<file path="config.mk">
export PLATFORM = sky130hd
export DESIGN_NAME = quadrant_request_queue
export DESIGN_NICKNAME = d
export VERILOG_FILES = /design/src/rtl/quadrant_request_queue.sv
export SDC_FILE = /design/constraint.sdc
export NUM_CORES = 1
export LEC_CHECK = 0
export CAP_MARGIN = 10
export CORE_ASPECT_RATIO = 0.8
export CORE_MARGIN = 4
export CORE_UTILIZATION = 34
export DETAILED_ROUTE_END_ITERATION = 8
export PLACE_DENSITY = 0.62
export SYNTH_ARGS = -nofsm -noshare
export SYNTH_HDL_FRONTEND = slang
export SYNTH_SLANG_ARGS = --single-unit
</file>
<file path="constraint.sdc">
create_clock -name clk -period 2.8 [get_ports clk]
set_input_delay 0.56 -clock clk [delete_from_list [all_inputs] [get_ports clk]]
set_output_delay 0.56 -clock clk [all_outputs]
set_load 0.005 [all_outputs]
</file>
<file path="src/rtl/quadrant_request_queue.sv">
// quadrant_request_queue
// Turns the PS/2 driver's 16 quadrant confirm pulses into a 4-bit index.
// Drops the duplicate pulse that a make/break keypress produces, then queues
// accepted selections for the game side.
//
// Ports:
//   clk, rst        system clock; asynchronous active-high reset
//   quad_confirm    bit i = single-cycle confirm pulse for quadrant i+1
//   req_valid       head entry available
//   req_quadrant    head entry index (0..15 = quadrant 1..16)
//   req_ready       consumer accepts the head this cycle
//   fifo_count      number of queued entries
//   collision       one-cycle pulse: more than one confirm bit in a sample
//   overflow        sticky: an accepted event was dropped on a full queue
//   err_clear       synchronous clear of overflow (a same-cycle set wins)
module quadrant_request_queue #(
  parameter int unsigned FIFO_DEPTH   = 4,
  parameter int unsigned DEDUP_CYCLES = 10_000_000
) (
  input  logic                              clk,
  input  logic                              rst,
  input  logic [15:0]                       quad_confirm,
  output logic                              req_valid,
  output logic [3:0]                        req_quadrant,
  input  logic                              req_ready,
  output logic [$clog2(FIFO_DEPTH+1)-1:0]   fifo_count,
  output logic                              collision,
  output logic                              overflow,
  input  logic                              err_clear
);

  localparam int unsigned IDX_W  = 4;
  localparam int unsigned PTR_W  = $clog2(FIFO_DEPTH);
  localparam int unsigned CNT_W  = $clog2(FIFO_DEPTH + 1);
  localparam int unsigned TMR_RQ = $clog2(DEDUP_CYCLES + 1);
  localparam int unsigned TMR_W  = (TMR_RQ > 24) ? TMR_RQ : 24;

  // Stage 0 registers
  logic             ev_valid_q, ev_valid_d;
  logic [IDX_W-1:0] ev_idx_q, ev_idx_d;
  logic             collision_q, collision_d;

  // Stage 1 (dedup) registers
  logic [IDX_W-1:0] last_idx_q, last_idx_d;
  logic [TMR_W-1:0] dd_timer_q, dd_timer_d;

  // FIFO registers
  logic [IDX_W-1:0] mem_q [FIFO_DEPTH];
  logic [IDX_W-1:0] mem_d [FIFO_DEPTH];
  logic [PTR_W-1:0] rd_ptr_q, rd_ptr_d;
  logic [PTR_W-1:0] wr_ptr_q, wr_ptr_d;
  logic [CNT_W-1:0] count_q, count_d;
  logic [IDX_W-1:0] head_q, head_d;
  logic             valid_q, valid_d;
  logic             overflow_q, overflow_d;

  logic timer_live;
  logic accept;
  logic pop;
  logic push_ok;

  // Stage 0: priority-encode the lowest set bit, flag multi-bit samples
  always_comb begin
    ev_valid_d  = (quad_confirm != '0);
    ev_idx_d    = '0;
    for (int i = 15; i >= 0; i--) begin
      if (quad_confirm[i]) ev_idx_d = IDX_W'(i);
    end
    collision_d = ((quad_confirm & (quad_confirm - 16'd1)) != '0);
  end

  // Stage 1: suppress a repeat of the last accepted index inside the window
  always_comb begin
    timer_live = (dd_timer_q != '0);
    accept     = ev_valid_q && !((ev_idx_q == last_idx_q) && timer_live);
    last_idx_d = last_idx_q;
    dd_timer_d = dd_timer_q;
    if (accept) begin
      last_idx_d = ev_idx_q;
      dd_timer_d = TMR_W'(DEDUP_CYCLES);
    end else if (timer_live) begin
      dd_timer_d = dd_timer_q - TMR_W'(1);
    end
  end

  // FIFO: a pop frees a slot for a same-cycle push even when full
  always_comb begin
    pop      = (count_q != '0) && req_ready;
    push_ok  = accept && ((count_q < CNT_W'(FIFO_DEPTH)) || pop);
    mem_d    = mem_q;
    wr_ptr_d = wr_ptr_q;
    rd_ptr_d = rd_ptr_q;
    count_d  = count_q;
    if (push_ok) begin
      mem_d[wr_ptr_q] = ev_idx_q;
      wr_ptr_d        = wr_ptr_q + PTR_W'(1);
    end
    if (pop) rd_ptr_d = rd_ptr_q + PTR_W'(1);
    case ({push_ok, pop})
      2'b10:   count_d = count_q + CNT_W'(1);
      2'b01:   count_d = count_q - CNT_W'(1);
      default: count_d = count_q;
    endcase
    // Head is registered from the next-state view so a write into an empty
    // queue is visible in the cycle req_valid rises.
    head_d  = mem_d[rd_ptr_d];
    valid_d = (count_d != '0);
    if (accept && !push_ok)  overflow_d = 1'b1;
    else if (err_clear)      overflow_d = 1'b0;
    else                     overflow_d = overflow_q;
  end

  always_ff @(posedge clk or posedge rst) begin
    if (rst) begin
      ev_valid_q  <= 1'b0;
      ev_idx_q    <= '0;
      collision_q <= 1'b0;
      last_idx_q  <= '0;
      dd_timer_q  <= '0;
      for (int i = 0; i < int'(FIFO_DEPTH); i++) mem_q[i] <= '0;
      rd_ptr_q    <= '0;
      wr_ptr_q    <= '0;
      count_q     <= '0;
      head_q      <= '0;
      valid_q     <= 1'b0;
      overflow_q  <= 1'b0;
    end else begin
      ev_valid_q  <= ev_valid_d;
      ev_idx_q    <= ev_idx_d;
      collision_q <= collision_d;
      last_idx_q  <= last_idx_d;
      dd_timer_q  <= dd_timer_d;
      mem_q       <= mem_d;
      rd_ptr_q    <= rd_ptr_d;
      wr_ptr_q    <= wr_ptr_d;
      count_q     <= count_d;
      head_q      <= head_d;
      valid_q     <= valid_d;
      overflow_q  <= overflow_d;
    end
  end

  assign req_valid    = valid_q;
  assign req_quadrant = head_q;
  assign fifo_count   = count_q;
  assign collision    = collision_q;
  assign overflow     = overflow_q;

endmodule

</file>
# Yosys cells after proc, flatten, opt, wreduce, memory -nomap -nowiden
# Index checks and enable logic that the tools add are counted.
[word_totals]
register_bits = 63
input_bits = 20
[op_classes]
magnitude_cmp = 4
n_addsub = 6
reduce_logical = 16
n_mux = 29
bitwise = 3
n_eq_ne = 3
[op_table]
columns = ["operator", "count"]
rows = [
  ["$mux W4", 19],
  ["$mux W24", 2],
  ["$reduce_bool A16 Y1", 2],
  ["$reduce_bool A24 Y1", 1],
  ["$sub A24 B1 Y24 const B", 1],
  ["$and A16 B16 Y16", 1],
  ["$bwmux W16", 1],
  ["$mux W16", 1],
  ["$sub A16 B1 Y16 const B", 1],
  ["$bmux W4 S2", 1],
  ["$demux W4 S2", 1],
  ["$ge A3 B3 Y1 const B", 2],
  ["$logic_and A1 B1 Y1", 6],
  ["$not A2 Y3", 2],
  ["$pmux W3 S2", 1],
  ["$reduce_bool A3 Y1", 2],
  ["$add A2 B1 Y2 const B", 2],
  ["$eq A4 B4 Y1", 1],
  ["$reduce_bool A2 Y1", 2],
  ["$add A3 B1 Y3 const B", 1],
  ["$lt A3 B1 Y1 const B", 1],
  ["$lt A3 B3 Y1 const B", 1],
  ["$sub A3 B1 Y3 const B", 1],
  ["$eq A2 B1 Y1 const B", 1],
  ["5 further kinds", 7],
]

# Logic depth before layout (Yosys ltp)
[depth]
word_depth = 16
depth_mapped = 14

# Worst setup path before layout
# Ideal clock, no wire load.
[synth_timing]
kind = "register to register"
start = "register ev_idx_q[3]"
end = "register valid_q (netlist: req_valid)"
path_slack_ns = -0.147
arrival_time_ns = 2.816
stages_incl_launch_ff = 14
n_path_buf = 1
path_cell_list = "dfrtp_1 xor2_1 nor4_1 o31ai_4 and2_0 clkbuf_1 nand2_1 ha_1 inv_1 fa_1 xor2_1 nor2_1 xor2_1 or3_1"
[synth_via]
elab_chain_len = 8
[synth_lines]
columns = ["item", "line", "rtl"]
rows = [
  ["from (decl)", "40", "logic [IDX_W-1:0] ev_idx_q, ev_idx_d;"],
  ["from (signal assigned)", "129", "ev_idx_q <= ev_idx_d;"],
  ["$eq A4 B4 Y1 (*)", "75", "accept = ev_valid_q && !((ev_idx_q == last_idx_q) && timer_live);"],
  ["$logic_and A1 B1 Y1 (*)", "75", ""],
  ["$logic_not A1 Y1 (*)", "75", ""],
  ["$logic_and A1 B1 Y1 (*)", "75", ""],
  ["$logic_and A1 B1 Y1 (*)", "89", "push_ok = accept && ((count_q < CNT_W'(FIFO_DEPTH)) || pop);"],
  ["$eq A2 B1 Y1 / $eq A2 B2 Y1 (equally long branches)", "99", "case ({push_ok, pop})"],
  ["$pmux W3 S2 (*)", "99", ""],
  ["via count_d[2]", "52", "logic [CNT_W-1:0] count_q, count_d;"],
  ["$reduce_bool A3 Y1 (*)", "107", "valid_d = (count_d != '0);"],
  ["via valid_d", "54", "logic valid_q, valid_d;"],
  ["to (signal assigned)", "138", "valid_q <= valid_d;"],
  ["to (decl)", "54", ""],
]
# The timed path passes the listed nets; every way through them passes the cells marked *.
# A chain may end at the register's enable or synchronous reset.

# Final worst setup path
[layout_timing]
start = "register dd_timer_q[11]"
end = "register valid_q (netlist: req_valid)"
[layout_via]
elab_chain_len = 8
[layout_lines]
columns = ["item", "line", "rtl"]
rows = [
  ["from (decl)", "45", "logic [TMR_W-1:0] dd_timer_q, dd_timer_d;"],
  ["from (signal assigned)", "132", "dd_timer_q <= dd_timer_d;"],
  ["$reduce_bool A24 Y1 (*)", "74", "timer_live = (dd_timer_q != '0);"],
  ["$logic_and A1 B1 Y1 (*)", "75", ""],
  ["$logic_not A1 Y1 (*)", "75", ""],
  ["$logic_and A1 B1 Y1 (*)", "75", ""],
  ["$logic_and A1 B1 Y1 (*)", "89", ""],
  ["$eq A2 B1 Y1 / $eq A2 B2 Y1 (equally long branches)", "99", ""],
  ["$pmux W3 S2 (*)", "99", ""],
  ["via count_d[2]", "52", ""],
  ["$reduce_bool A3 Y1 (*)", "107", ""],
  ["via valid_d", "54", ""],
]
# Marked as above.

==> flow_metrics.env <==
export IMPL_path_delay_family="simple AND/OR/NAND/NOR gates"
export IMPL_grt_pass1_vias=2465
export IMPL_skew_ns=0.00904
export IMPL_clkTransAtPathRegs_ns=0.06
export IMPL_synth_common_cells="63 x dfrtp_1, 34 x nor2_1, 21 x nand2_1"
export IMPL_timing_setup_tns_ns=0
export IMPL_utilization_pct=45.9
export IMPL_hold_path_class="reg -> reg"
export IMPL_critPathSlowestCell="dfrtp_2"
export IMPL_final_hold_viol_count=0
export IMPL_seqCellArea_sq_um=1580
export IMPL_syn_to_final_growth_pct=29.9
export IMPL_die_area_sq_um=11200
export IMPL_cts_tree="built"
export IMPL_grt_pass1_wl_mm=11.9
export IMPL_rrSetupSlack_ns=0.13
export IMPL_yosysTopAreaCell="dfrtp_1"
export IMPL_crit_start="dd_timer_q[11]"
export IMPL_core_area_sq_um=9190
export IMPL_syn_cell_area_sq_um=3250
export IMPL_num_io_pins=30
export IMPL_setup_slack_ns=0.131
export IMPL_n_antenna_cell=0
export IMPL_crit_end="req_valid"
export IMPL_power_frac_comb_pct=33.5
export IMPL_clockPowerShare_pct=30.8
export IMPL_grt_start_max_net_pins=64
export IMPL_portBuffers=29
export IMPL_die_h_microns=95.4
export IMPL_post_route_min_period_ns=2.67
export IMPL_ys_ff_latch=63
export IMPL_switching_share_pct=32.4
export IMPL_drv_slew=0
export IMPL_synthCells=324
export IMPL_status="finished, final reports clean"
export IMPL_grt_total_usage_pct=13.5
export IMPL_maxCapViolCount=0
export IMPL_p_per_area_nw_per_um2=842
export IMPL_synth_fp_nets=351
export IMPL_yosysTopAreaCellShare_pct=48.6
export IMPL_htree_levels=3
export IMPL_dpl_hpwl_mm=4.90
export IMPL_row_count=31
export IMPL_p_int_uw=2400
export IMPL_path_cells="nor4_4 > nand4b_4 > o31ai_4 > and2_4 > nand2_2 > ha_4 > inv_1 > fa_2 > xor2_1 > nor2_1 > xor2_1 > or3_1"
export IMPL_synthArstFlopShare_pct=100
export IMPL_synth_avg_cell_area_sq_um=10.0
export IMPL_n_fill_cell=814
export IMPL_place_area_sq_um=3820
export IMPL_crit_top_cell="xor2_1"
export IMPL_synthTopCellsByArea="dfrtp_1 49%, mux2_2 5.2%, xnor2_1 4.6%"
export IMPL_cts_buffer_depth=2
export IMPL_drt_iter0_markers=112
export IMPL_cp_data_arrival_time_ns=2.87
export IMPL_antenna_found_initial=0
export IMPL_critPathKind="reg -> reg"
export IMPL_die_w_microns=117
export IMPL_setup_violations=0
export IMPL_p_total_uw=3550
export IMPL_drive_above_1_share_pct=18.7
export IMPL_preCtsSetupSlack_ns=0.0202
export IMPL_fmax_mhz=375
export IMPL_drc_errors=0
export IMPL_nets=407
export IMPL_worstSetupEndpointType="flip-flop"
export IMPL_firstDrtPassIters=4
export IMPL_p_switching_uw=1150
export IMPL_routabilityCongestion=0.809
export IMPL_rr_startpoint="dd_timer_q[11]"
export IMPL_wire_per_inst_microns=14.3
export IMPL_cp_required_ns=3.00
export IMPL_peakVddDrop_mv=0.467
export IMPL_initial_core_util_pct=35.3
export IMPL_yosysSeqAreaShare_pct=48.6
export IMPL_vias=2552
export IMPL_via_per_inst=5.10
export IMPL_slowest_delay_ns=0.44
export IMPL_cts_sinks=63
export IMPL_critPathBufInv=1
export IMPL_seq_power_share_pct=35.7
export IMPL_crit_fanout=4
export IMPL_synth_main_ff_cell="dfrtp_1"
export IMPL_period_share_pct=95.3
export IMPL_overflow=0
export IMPL_ys_types=47
export IMPL_cp_depth=12
export IMPL_ys_warn_count=0
export IMPL_cts_buffers=9
export IMPL_worstSkewPairLatency_ns=0.33
export IMPL_worst_pin_slew_ns=0.481
export IMPL_worst_r2r_cell_count=12
export IMPL_clockRootBuffer="clkbuf_16"
export IMPL_multi_input_area_sq_um=1640
export IMPL_synth_edf_count=0
export IMPL_wirelength_mm=7.14
export IMPL_design_area_sq_um=4220
export IMPL_post_synth_top_count_cell="dfrtp_1"
export IMPL_worst_setup_path_start_kind="flip-flop"
export IMPL_ant_nets=0
export IMPL_maxSlewHeadroom_pct=67.8
export IMPL_p_leak_uw=0.00185
export IMPL_ctsHoldBuffers=0
export IMPL_timing_rr_end="req_valid"
==> placed cells by master (no fill, tap or decap), drive strengths merged, types with 16 or more instances in the layout <==
master,synthesis,routed
a21oi,19,19
buf,2,24
clkdlybuf4s50,0,29
dfrtp,63,63
inv,18,18
mux2,16,16
nand2,21,21
nor2,34,34
nor3,16,16
o21ai,18,18
xnor2,17,17
==> logic make-up after synthesis <==
| group | after synthesis | synth area share (%) |
|---|---|---|
| simple gates | 117 | 18.4 |
| flops | 63 | 48.6 |
| compound gates | 58 | 11.3 |
| buf+inv | 27 | 3.20 |
| xor+xnor | 25 | 6.74 |
| mux | 23 | 7.71 |
| fa+ha+maj | 11 | 4.16 |
==> layout make-up <==
| type | instances | area share (%) |
|---|---|---|
| clock inverters | 6 | 1.42 |
| clock buffers | 10 | 5.66 |
| repair buffers | 53 | 11.4 |
| inverters | 19 | 1.69 |
| flip-flops and latches | 63 | 37.4 |
| well taps | 115 | 3.41 |
| multi-input cells | 234 | 39.0 |
==> layer usage <==
layer / wire length, microns / vias to the layer above / part of all wire, % / GRT usage, %
li1: - / 1258 / - / -
met1: 3690 / 1223 / 52 / 19.2
met2: 3080 / 61 / 43 / 19.9
met3: 258 / 10 / 3.6 / 3.49
met4: 117 / 0 / 1.6 / 4.97
met5: 0 / - / 0 / 0
==> timing repair <==
| item | 4_1_cts | 5_1_grt |
|---|---|---|
| gates resized for setup | 0 | 8 |
| setup buffers | 0 | 9 |
| setup endpoints to repair | 0 | 3 |
==> worst reg2reg max path: cells and delay by family, from the launching register on <==
kind | cells | cell delay, ns
AOI/OAI and AO/OA | 1 | 0.22
xor gates and xnor gates | 2 | 0.29
adders and majority gates | 2 | 0.36
buffers and inverters | 1 | 0.06
DFF | 1 | 0.44
and+or+nand+nor | 6 | 1.17
==> through the flow <==
step | hold WS (ns) | cells
final | 0.510 | 500
after global routing | 0.519 | 500
after CTS | 0.512 | 491
after detailed placement | 0.500 | 475
after global placement | 0.490 | 475
after floorplan | 0.466 | 324
==> power groups by stage <==
| stage | Sequential (uW) | Clock (uW) | Combinational, uW |
|---|---|---|---|
| 3_3_place_gp | 1270 | 0 | 1100 |
| 5_1_grt | 1300 | 1160 | 1330 |
| 4_1_cts | 1270 | 1120 | 1140 |
| 2_1_floorplan | 1260 | 0 | 740 |
| 6_report | 1270 | 1090 | 1190 |
| 3_5_place_dp | 1280 | 0 | 1120 |
==> registers in the layout, indices dropped and copies added (netlist names) <==
name	count
dd_timer_q	24
mem_q	16
ev_idx_q	4
last_idx_q	4
req_quadrant	4
fifo_count	3
rd_ptr_q	2
wr_ptr_q	2
collision	1
ev_valid_q	1
overflow	1
req_valid	1
==> worst min path at each step <==
| stage | cells after the start | end | slack (ns) | from |
|---|---|---|---|---|
| floorplan | 2 | mem_q[3] | 0.47 | mem_q[3] |
| global placement | 1 | mem_q[0] | 0.49 | mem_q[0] |
| detailed placement | 1 | mem_q[8] | 0.50 | mem_q[8] |
| CTS | 1 | mem_q[8] | 0.51 | mem_q[8] |
| global route | 1 | mem_q[14] | 0.52 | mem_q[14] |
| finish | 2 | mem_q[6] | 0.51 | mem_q[6] |
Note: power is estimated with default switching activity, not from simulation.
==> RTL edit: new RTL, same settings <==
Set the parameter `FIFO_DEPTH` to 16 (it was 4).
--- a/src/rtl/quadrant_request_queue.sv
+++ b/src/rtl/quadrant_request_queue.sv
@@ -14,7 +14,7 @@
 //   overflow        sticky: an accepted event was dropped on a full queue
 //   err_clear       synchronous clear of overflow (a same-cycle set wins)
 module quadrant_request_queue #(
-  parameter int unsigned FIFO_DEPTH   = 4,
+  parameter int unsigned FIFO_DEPTH   = 16,
   parameter int unsigned DEDUP_CYCLES = 10_000_000
 ) (
   input  logic                              clk,
Ports: changed (resized fifo_count); port bits go from 30 to 32. The function was not compared with the original's and may differ.
==> RTL edit against the unedited design <==
- synthesized area rose by 94%
- combinational power rose to 3.7 times the old value
- clock skew about the same
- wire length is 130% higher
- critical endpoint unchanged
- sequential cell count increased by 54
- non-clock buffer count up 98
- worst setup slack got worse by 0.57 ns
- cell area increased by 100%
- count of clock-buffer cells in the layout up 15
- worst hold slack lost 0.0053 ns
- total power grew to 2.6 times the old value
- core utilization grew 0.89 points
- clock power is 120% higher
- the flow now finishes with violations (setup timing)
- largest power group is now combinational cells
==> RTL edit: results (changes against the unedited design) <==
stage,metric,value,unit,change
outcome,status,"complete, but fails checks",,
outcome,failing checks,setup timing,,
worst_setup_path,slowest CP cell,or4_4,,
sta,final setup TNS,-0.859,ns,-0.859 ns
min_path,hold depth,1,,-1
sta,skew final,0.00875,ns,-0.000286 ns
logic_synthesis,XOR/XNOR share of the synthesized area,4.75,%,-2.0 points
route,WL final,16.4,mm,+130%
power,clock network power share,25.4,%,-5.4 points
final_layout,max reg flops,64,,+170%
sta,# setup viols final,6,,+6
logic_synthesis,"Seq/Total Area, Yosys",46.5,%,-2.0 points
grt,pin count of the biggest net entering global routing,50,,-22%
worst_setup_path,largest stage delay on the critical path,0.54,ns,+0.10 ns
route,initial drt markers,333,,+200%
sta,Worst Tran Pin Value,0.611,ns,+0.130 ns
final_layout,Final Core Density,46.8,%,+0.89 points
cts,Skew-Pair Late Insertion Delay,0.42,ns,+0.09 ns
placement,Place WS,-0.459,ns,-0.479 ns
route,WL met2,7.91,mm,+160%
logic_synthesis,Mapped Nets,618,,+76%
power,cell leakage power,3.75,nW,+100%
logic_synthesis,mux contribution to synthesized area,13.3,%,+5.6 points
logic_synthesis,Synth Area in Compound Gates,14.1,%,+2.8 points
grt,met3 GRT Util,3.66,%,+0.17 points
logic_synthesis,ranking of synthesized cells by area,"dfrtp_1 47%, mux2_2 13%, or3_1 3.1%",,
sta,final worst slack,-0.443,ns,-0.575 ns
cts,H-tree levels,4,,+1
logic_synthesis,Mean Syn Cell Area,10.7,sq um,+6.6%
route,via/cell ratio,5.42,,+6.2%
placement,placer congestion estimate,0.904,,+12%
power,Sw Share,35.1,%,+2.7 points
grt,GRT Total Usage,16.5,%,+3.0 points
-- RTL edit: changes by cell type in the layout (fill, tap and decap cells not counted), sizes merged, moves of 10 or more --
cell,unedited run,this run
buf,24,120
dfrtp,63,117
mux2,16,70
or3,10,31
clkbuf,10,25
o2111ai,0,13
nor2,34,46
o31ai,3,15
nand3,4,15
nor3,16,26
-- RTL edit: layout make-up --
type / instances / area [sq um] / share of cell area (%)
sequential: 117 / 2930 / 34.4
timing repair buffer: 151 / 1250 / 14.7
clock inverter: 7 / 141 / 1.66
tap: 230 / 288 / 3.39
multi-input combinational: 418 / 3320 / 39.0
clock buffer: 25 / 505 / 5.95
inverter: 18 / 73.8 / 0.869
-- RTL edit: critical path: cells and delay by family (launching register included) --
family | cells | cell delay [ns]
simple gates | 7 | 1.69
compound gates | 2 | 0.29
fa+ha+maj | 2 | 0.37
flops | 1 | 0.38
xor+xnor | 3 | 0.41
